### config.mk
export PLATFORM = sky130hd
export DESIGN_NAME = v200_clkrst_seq
export DESIGN_NICKNAME = d
export VERILOG_FILES = /design/src/rtl/v200_clkrst_seq.sv
export SDC_FILE = /design/constraint.sdc
export NUM_CORES = 1
export LEC_CHECK = 0
export ABC_AREA = 1
export BUFFER_PORTS_ARGS = -buffer_cell sky130_fd_sc_hd__buf_4
export CAP_MARGIN = 20
export CELL_PAD_IN_SITES_DETAIL_PLACEMENT = 1
export CELL_PAD_IN_SITES_GLOBAL_PLACEMENT = 1
export CORE_MARGIN = 5
export CORE_UTILIZATION = 42
export CTS_CLUSTER_DIAMETER = 30
export DETAILED_ROUTE_END_ITERATION = 16
export PLACE_DENSITY_LB_ADDON = 0.1
export SYNTH_ARGS = -nofsm -noshare
export SYNTH_HDL_FRONTEND = slang
export SYNTH_SLANG_ARGS = --single-unit
### constraint.sdc
create_clock -name CLK2X -period 2 [get_ports CLK2X]
set_clock_uncertainty 0.05 [all_clocks]
set_input_delay 0.2 -clock CLK2X [delete_from_list [all_inputs] [get_ports CLK2X]]
set_output_delay 0.2 -clock CLK2X [all_outputs]
set_load 0.02 [all_outputs]
### src/rtl/v200_clkrst_seq.sv
// Clock-enable and reset sequencer for the V200 core: synchronised POR release,
// reset stretch, CLKEN rate divider and a 4-phase software reset handshake.
module v200_clkrst_seq #(
    parameter int unsigned STRETCH_CYCLES = 16,
    parameter int unsigned SYNC_STAGES    = 2,
    parameter int unsigned DIV_W          = 4
) (
    input  logic             CLK2X,
    input  logic             NATIVEPORRESET_n,
    input  logic             SWRESET_REQ,
    output logic             SWRESET_ACK,
    input  logic [DIV_W-1:0] DIV_RATIO,
    input  logic             HALT,
    output logic             CLKEN,
    output logic             CORE_RESET_n,
    output logic             RUN,
    output logic [31:0]      CLKEN_COUNT
);

    typedef enum logic [2:0] {
        ST_RST,
        ST_STRETCH,
        ST_RUN,
        ST_SWRST,
        ST_ACKW
    } state_t;

    localparam logic [15:0]      STRETCH_LOAD = 16'(STRETCH_CYCLES - 1);
    localparam logic [DIV_W-1:0] DIV_ONE      = DIV_W'(1);

    state_t           state_q, state_d;
    logic [SYNC_STAGES-1:0] sync_q;
    logic             rst_ok;
    logic [15:0]      stretch_cnt;
    logic             stretch_load;
    logic             count_clr;
    logic [DIV_W-1:0] div_cnt;
    logic [31:0]      count_q;
    logic             run_q, run_d;
    logic             core_rst_n_q;

    // Reset-release synchroniser: assertion is async, release shifts in a 1.
    always_ff @(posedge CLK2X or negedge NATIVEPORRESET_n) begin
        if (!NATIVEPORRESET_n) begin
            sync_q <= '0;
        end else begin
            sync_q <= {sync_q[SYNC_STAGES-2:0], 1'b1};
        end
    end

    assign rst_ok = sync_q[SYNC_STAGES-1];

    always_ff @(posedge CLK2X or negedge NATIVEPORRESET_n) begin
        if (!NATIVEPORRESET_n) begin
            state_q <= ST_RST;
        end else begin
            state_q <= state_d;
        end
    end

    always_comb begin
        state_d      = state_q;
        stretch_load = 1'b0;
        count_clr    = 1'b0;
        unique case (state_q)
            ST_RST: begin
                if (rst_ok) begin
                    state_d      = ST_STRETCH;
                    stretch_load = 1'b1;
                    count_clr    = 1'b1;
                end
            end
            ST_STRETCH: begin
                if (stretch_cnt == '0) begin
                    state_d = ST_RUN;
                end
            end
            ST_RUN: begin
                if (SWRESET_REQ) begin
                    state_d      = ST_SWRST;
                    stretch_load = 1'b1;
                    count_clr    = 1'b1;
                end
            end
            ST_SWRST: begin
                if (stretch_cnt == '0) begin
                    state_d = ST_ACKW;
                end
            end
            ST_ACKW: begin
                if (!SWRESET_REQ) begin
                    state_d = ST_RUN;
                end
            end
            default: state_d = ST_RST;
        endcase
    end

    assign run_q = (state_q == ST_RUN) || (state_q == ST_ACKW);
    assign run_d = (state_d == ST_RUN) || (state_d == ST_ACKW);

    always_ff @(posedge CLK2X or negedge NATIVEPORRESET_n) begin
        if (!NATIVEPORRESET_n) begin
            stretch_cnt <= '0;
        end else if (stretch_load) begin
            stretch_cnt <= STRETCH_LOAD;
        end else if (((state_q == ST_STRETCH) || (state_q == ST_SWRST)) && (stretch_cnt != '0)) begin
            stretch_cnt <= stretch_cnt - 16'd1;
        end
    end

    // Divider only runs while staying in run states, so every run entry starts at phase 0.
    always_ff @(posedge CLK2X or negedge NATIVEPORRESET_n) begin
        if (!NATIVEPORRESET_n) begin
            div_cnt <= '0;
        end else if (!(run_q && run_d)) begin
            div_cnt <= '0;
        end else if (!HALT) begin
            if (div_cnt == '0) begin
                div_cnt <= DIV_RATIO;
            end else begin
                div_cnt <= div_cnt - DIV_ONE;
            end
        end
    end

    always_comb begin
        CLKEN = 1'b1;
        if (run_q) begin
            CLKEN = ~HALT & (div_cnt == '0);
        end
    end

    always_ff @(posedge CLK2X or negedge NATIVEPORRESET_n) begin
        if (!NATIVEPORRESET_n) begin
            count_q <= '0;
        end else if (count_clr) begin
            count_q <= '0;
        end else if (run_q && CLKEN) begin
            count_q <= count_q + 32'd1;
        end
    end

    always_ff @(posedge CLK2X or negedge NATIVEPORRESET_n) begin
        if (!NATIVEPORRESET_n) begin
            core_rst_n_q <= 1'b0;
        end else begin
            core_rst_n_q <= run_d;
        end
    end

    assign CORE_RESET_n = core_rst_n_q;
    assign RUN          = run_q;
    assign SWRESET_ACK  = (state_q == ST_ACKW);
    assign CLKEN_COUNT  = count_q;

endmodule

==> summary.md <==
| Metric | Value |
|---|---|
| Seq/Total Area, Yosys | 0.3994 |
| First-pass GRT wire length | 18,870 um |
| Status | finished clean |
| Layout area overhead | 23.24% |
| Initial Util | 0.4228 |
| Clock latency on the worst-skew pair | about 350 ps |
| Routability cong. | between 0.8 and 0.9 |
| CTS H-tree depth | 3 |
| Detailed-route via count | roughly 3,800 |
| Vias/cell | 5.444 |
| Clock Path Buffers | 2 |
| Worst vdd ir | ~0.5 mV |
| Gr usage total | 0.2301 |
| Clock transition at the registers of the reported paths | roughly 80 ps |
| Final Hold Viols | 0 |
| Tot Pwr | approximately 4.3 mW |
| CP endpoint kind | output port |
| Max FO, Critical Path | 5 |
| Critical path startpoint | div_cnt[0] |
| Core Rows | 34 |
| R2r startpoint | div_cnt[0] |
| Number of synthesized flops with an enable pin | 0 |
| Die height | about 100 um |
| Tmin final | roughly 1900 ps |
| DIE WIDTH | slightly above 100 um |
| Min-Delay Path Class | primary input to flip-flop |
| Dpl cell area | 4079 um2 |
| Cells after synthesis | 520 |
| Yosys Warn Count | 0 |
| Pwr/cell area | approximately 950 nW/um2 |
| Share of layout cells above drive strength 1 | 0.1812 |
| NumNets Final | 591 |
| Worst EP required | ~1800 ps |
| Cell with the most instances after synthesis | nand2_1 |
| Synth top area share | 0.3994 |
| Final Max Slew Viols | 0 |
| WL/cell | 17.09 um |
| Maxcap violations | 0 |
| CTS Buf Count | 9 |
| Clock sink count | a little under 60 |
| Largest net degree at the start of global routing | between 50 and 60 |
| Final wirelength | ~12,000 um |
| Final instance area | about 4500 um2 |
| Biggest area consumer among synthesized cells | dfrtp_1 |
| GR peak layer | met2 |
| Avg Inst Size Synth | around 7.0 um2 |
| Setup_tns | 0 ps |
| Synth area leaders | dfrtp_1 (40%), nand2_1 (15%), nor2_1 (8.3%) |
| Synth cell types | 34 |
| Flop2flop setup slack | 90 ps |
| DRC | 0 |
| CP Launch Type | flip-flop |
| GRT met2 Usage | 0.3547 |
| 1st-iter DRT viols | 110 |
| Hold Crit Start | HALT |
| Final Setup Violations | 0 |
| Met1 Resource Use GR | 0.3201 |
| IO Pins | 44 |
| Fmax | 0.5151 GHz |
| Root buffer cell | clkbuf_8 |
| Core footprint | roughly 8600 um2 |
| Met3 capacity usage during global routing | 0.05886 |
| Die area | around 11,000 um2 |
| WP data arrival | ~1700 ps |
| CTS tree | built |
| P_leak | roughly 2.1 nW |
| #FFs+latches synth | 58 |
| Ant. Diodes | 0 |
| Drt pass-1 iters | 4 |
| Tightest Pin Transition | between 700 and 800 ps |
| Synth Cell Area | roughly 3600 um2 |
| WS Path Type | flip-flop to output port |
| ANT nets after route | 0 |
| Asr flop ratio synth | 1.000 |
| Port Buffers | 43 |
| Place WS | -45.90 ps |
| Vias in the first global route | approximately 3,900 |
| Mapped Nets | 531 |
| Tcrit/Tclk final | 0.9707 |
| Slew margin rel. | 0.4779 |
| Final HPWL DP | 8583 um |
| Main flop type after synthesis | dfrtp_1 |
| Initial antenna violation count | 0 |
| Top cells by count, synth | nand2_1 (141), nor2_1 (80), inv_1 (61), dfrtp_1 (58), o21ai_0 (37) |
| Fin worst setup slack | 58.69 ps |
| Remaining global-route overflow | 0 |
==> flip-flops by register name (all words and copies together), names as in the netlist <==
| signal | cells |
|---|---|
| stretch_cnt | 16 |
| sync_q | 2 |
| state_q | 3 |
| CLKEN_COUNT | 32 |
| div_cnt | 4 |
| CORE_RESET_n | 1 |
==> final timing paths <==
| kind | end | cells past startpoint |
|---|---|---|
| worst max-delay path | CLKEN | 7 |
| worst min-delay path | div_cnt[0] | 3 |
| worst max register to register | CLKEN_COUNT[13] | 11 |
| worst min register to register | sync_q[1] | 0 |
| max in group asynchronous | CLKEN_COUNT[16] | 2 |
| min in group asynchronous | div_cnt[3] | 2 |
==> critical path, cell delays in order, from the launching register on <==
cell and delay, ps:
dfrtp_1 410, inv_1 90, ha_2 200, inv_1 70, nor2_4 120, nand2_4 90
o21ai_0 180, buf_4 170
==> cell families after synthesis <==
family,after synthesis,synth area share
DFF,58,0.3994
adders and majority gates,3,0.01033
xor gates and xnor gates,9,0.02170
buffers and inverters,75,0.08609
other,1,0.001032
and+or+nand+nor,315,0.3908
AOI/OAI and AO/OA,59,0.09056
==> cell usage in the layout, fill, tap and decap left out, types with 2 or more instances in the layout <==
| master | instances |
|---|---|
| nand2_1 | 141 |
| nor2_1 | 78 |
| inv_1 | 61 |
| dfrtp_1 | 58 |
| buf_4 | 55 |
| o21ai_0 | 37 |
| nand3_1 | 33 |
| nand4_1 | 26 |
| a21oi_1 | 11 |
| clkbuf_8 | 11 |
| nor3_1 | 9 |
| xor2_1 | 8 |
| nand2_4 | 7 |
| nor2_4 | 6 |
| nor2_2 | 5 |
| nand2_2 | 3 |
| inv_2 | 3 |
| bufinv_16 | 3 |
| nand3_2 | 2 |
| o31ai_1 | 2 |
| a31oi_1 | 2 |
| a211oi_1 | 2 |
| nand2_8 | 2 |
| a21o_1 | 2 |
| ha_2 | 2 |
==> timing repair <==
item | 4_1_cts | 5_1_grt
setup endpoints to repair | 3 | 28
gates cloned | 0 | 1
pin swaps | 0 | 4
gates resized for setup | 1 | 14
setup buffers | 0 | 8
hold buffers | 1 | 0
hold endpoints to repair | 58 | 0
==> routing by layer <==
layer	vias to the layer above	part of all wire	routed length, um
li1	1807	-	-
met1	1884	0.48	5643
met2	69	0.47	5532
met3	13	0.042	496
met4	0	0.014	167
met5	-	0	0
==> area by class of cell <==
class                           instances  area, um2
Multi-Input combinational cell        388       1933
Inverter                               66      262.8
Sequential cell                        58       1451
Clock inverter                          4      97.59
Clock buffer                           12      155.1
Fill cell                            1134       4115
Timing Repair Buffer                   57      442.9
Tap cell                              108      135.1
==> per-stage QoR <==
step | hold slack, ps | instances | util
6_report | 143.9 | 693 | 0.5211
5_1_grt | 158.1 | 693 | 0.5211
4_1_cts | 132.7 | 684 | 0.5055
3_5_place_dp | 279.9 | 667 | 0.4747
3_3_place_gp | 282.1 | 667 | 0.4747
2_1_floorplan | -145.6 | 520 | -
==> power by group <==
part | switching (mW) | total (mW) | internal, mW
combinational | 0.916 | 1.37 | 0.452
sequential | 0.150 | 1.49 | 1.34
clock | 0.505 | 1.40 | 0.897
No activity file was read; power rests on OpenSTA's default activity.
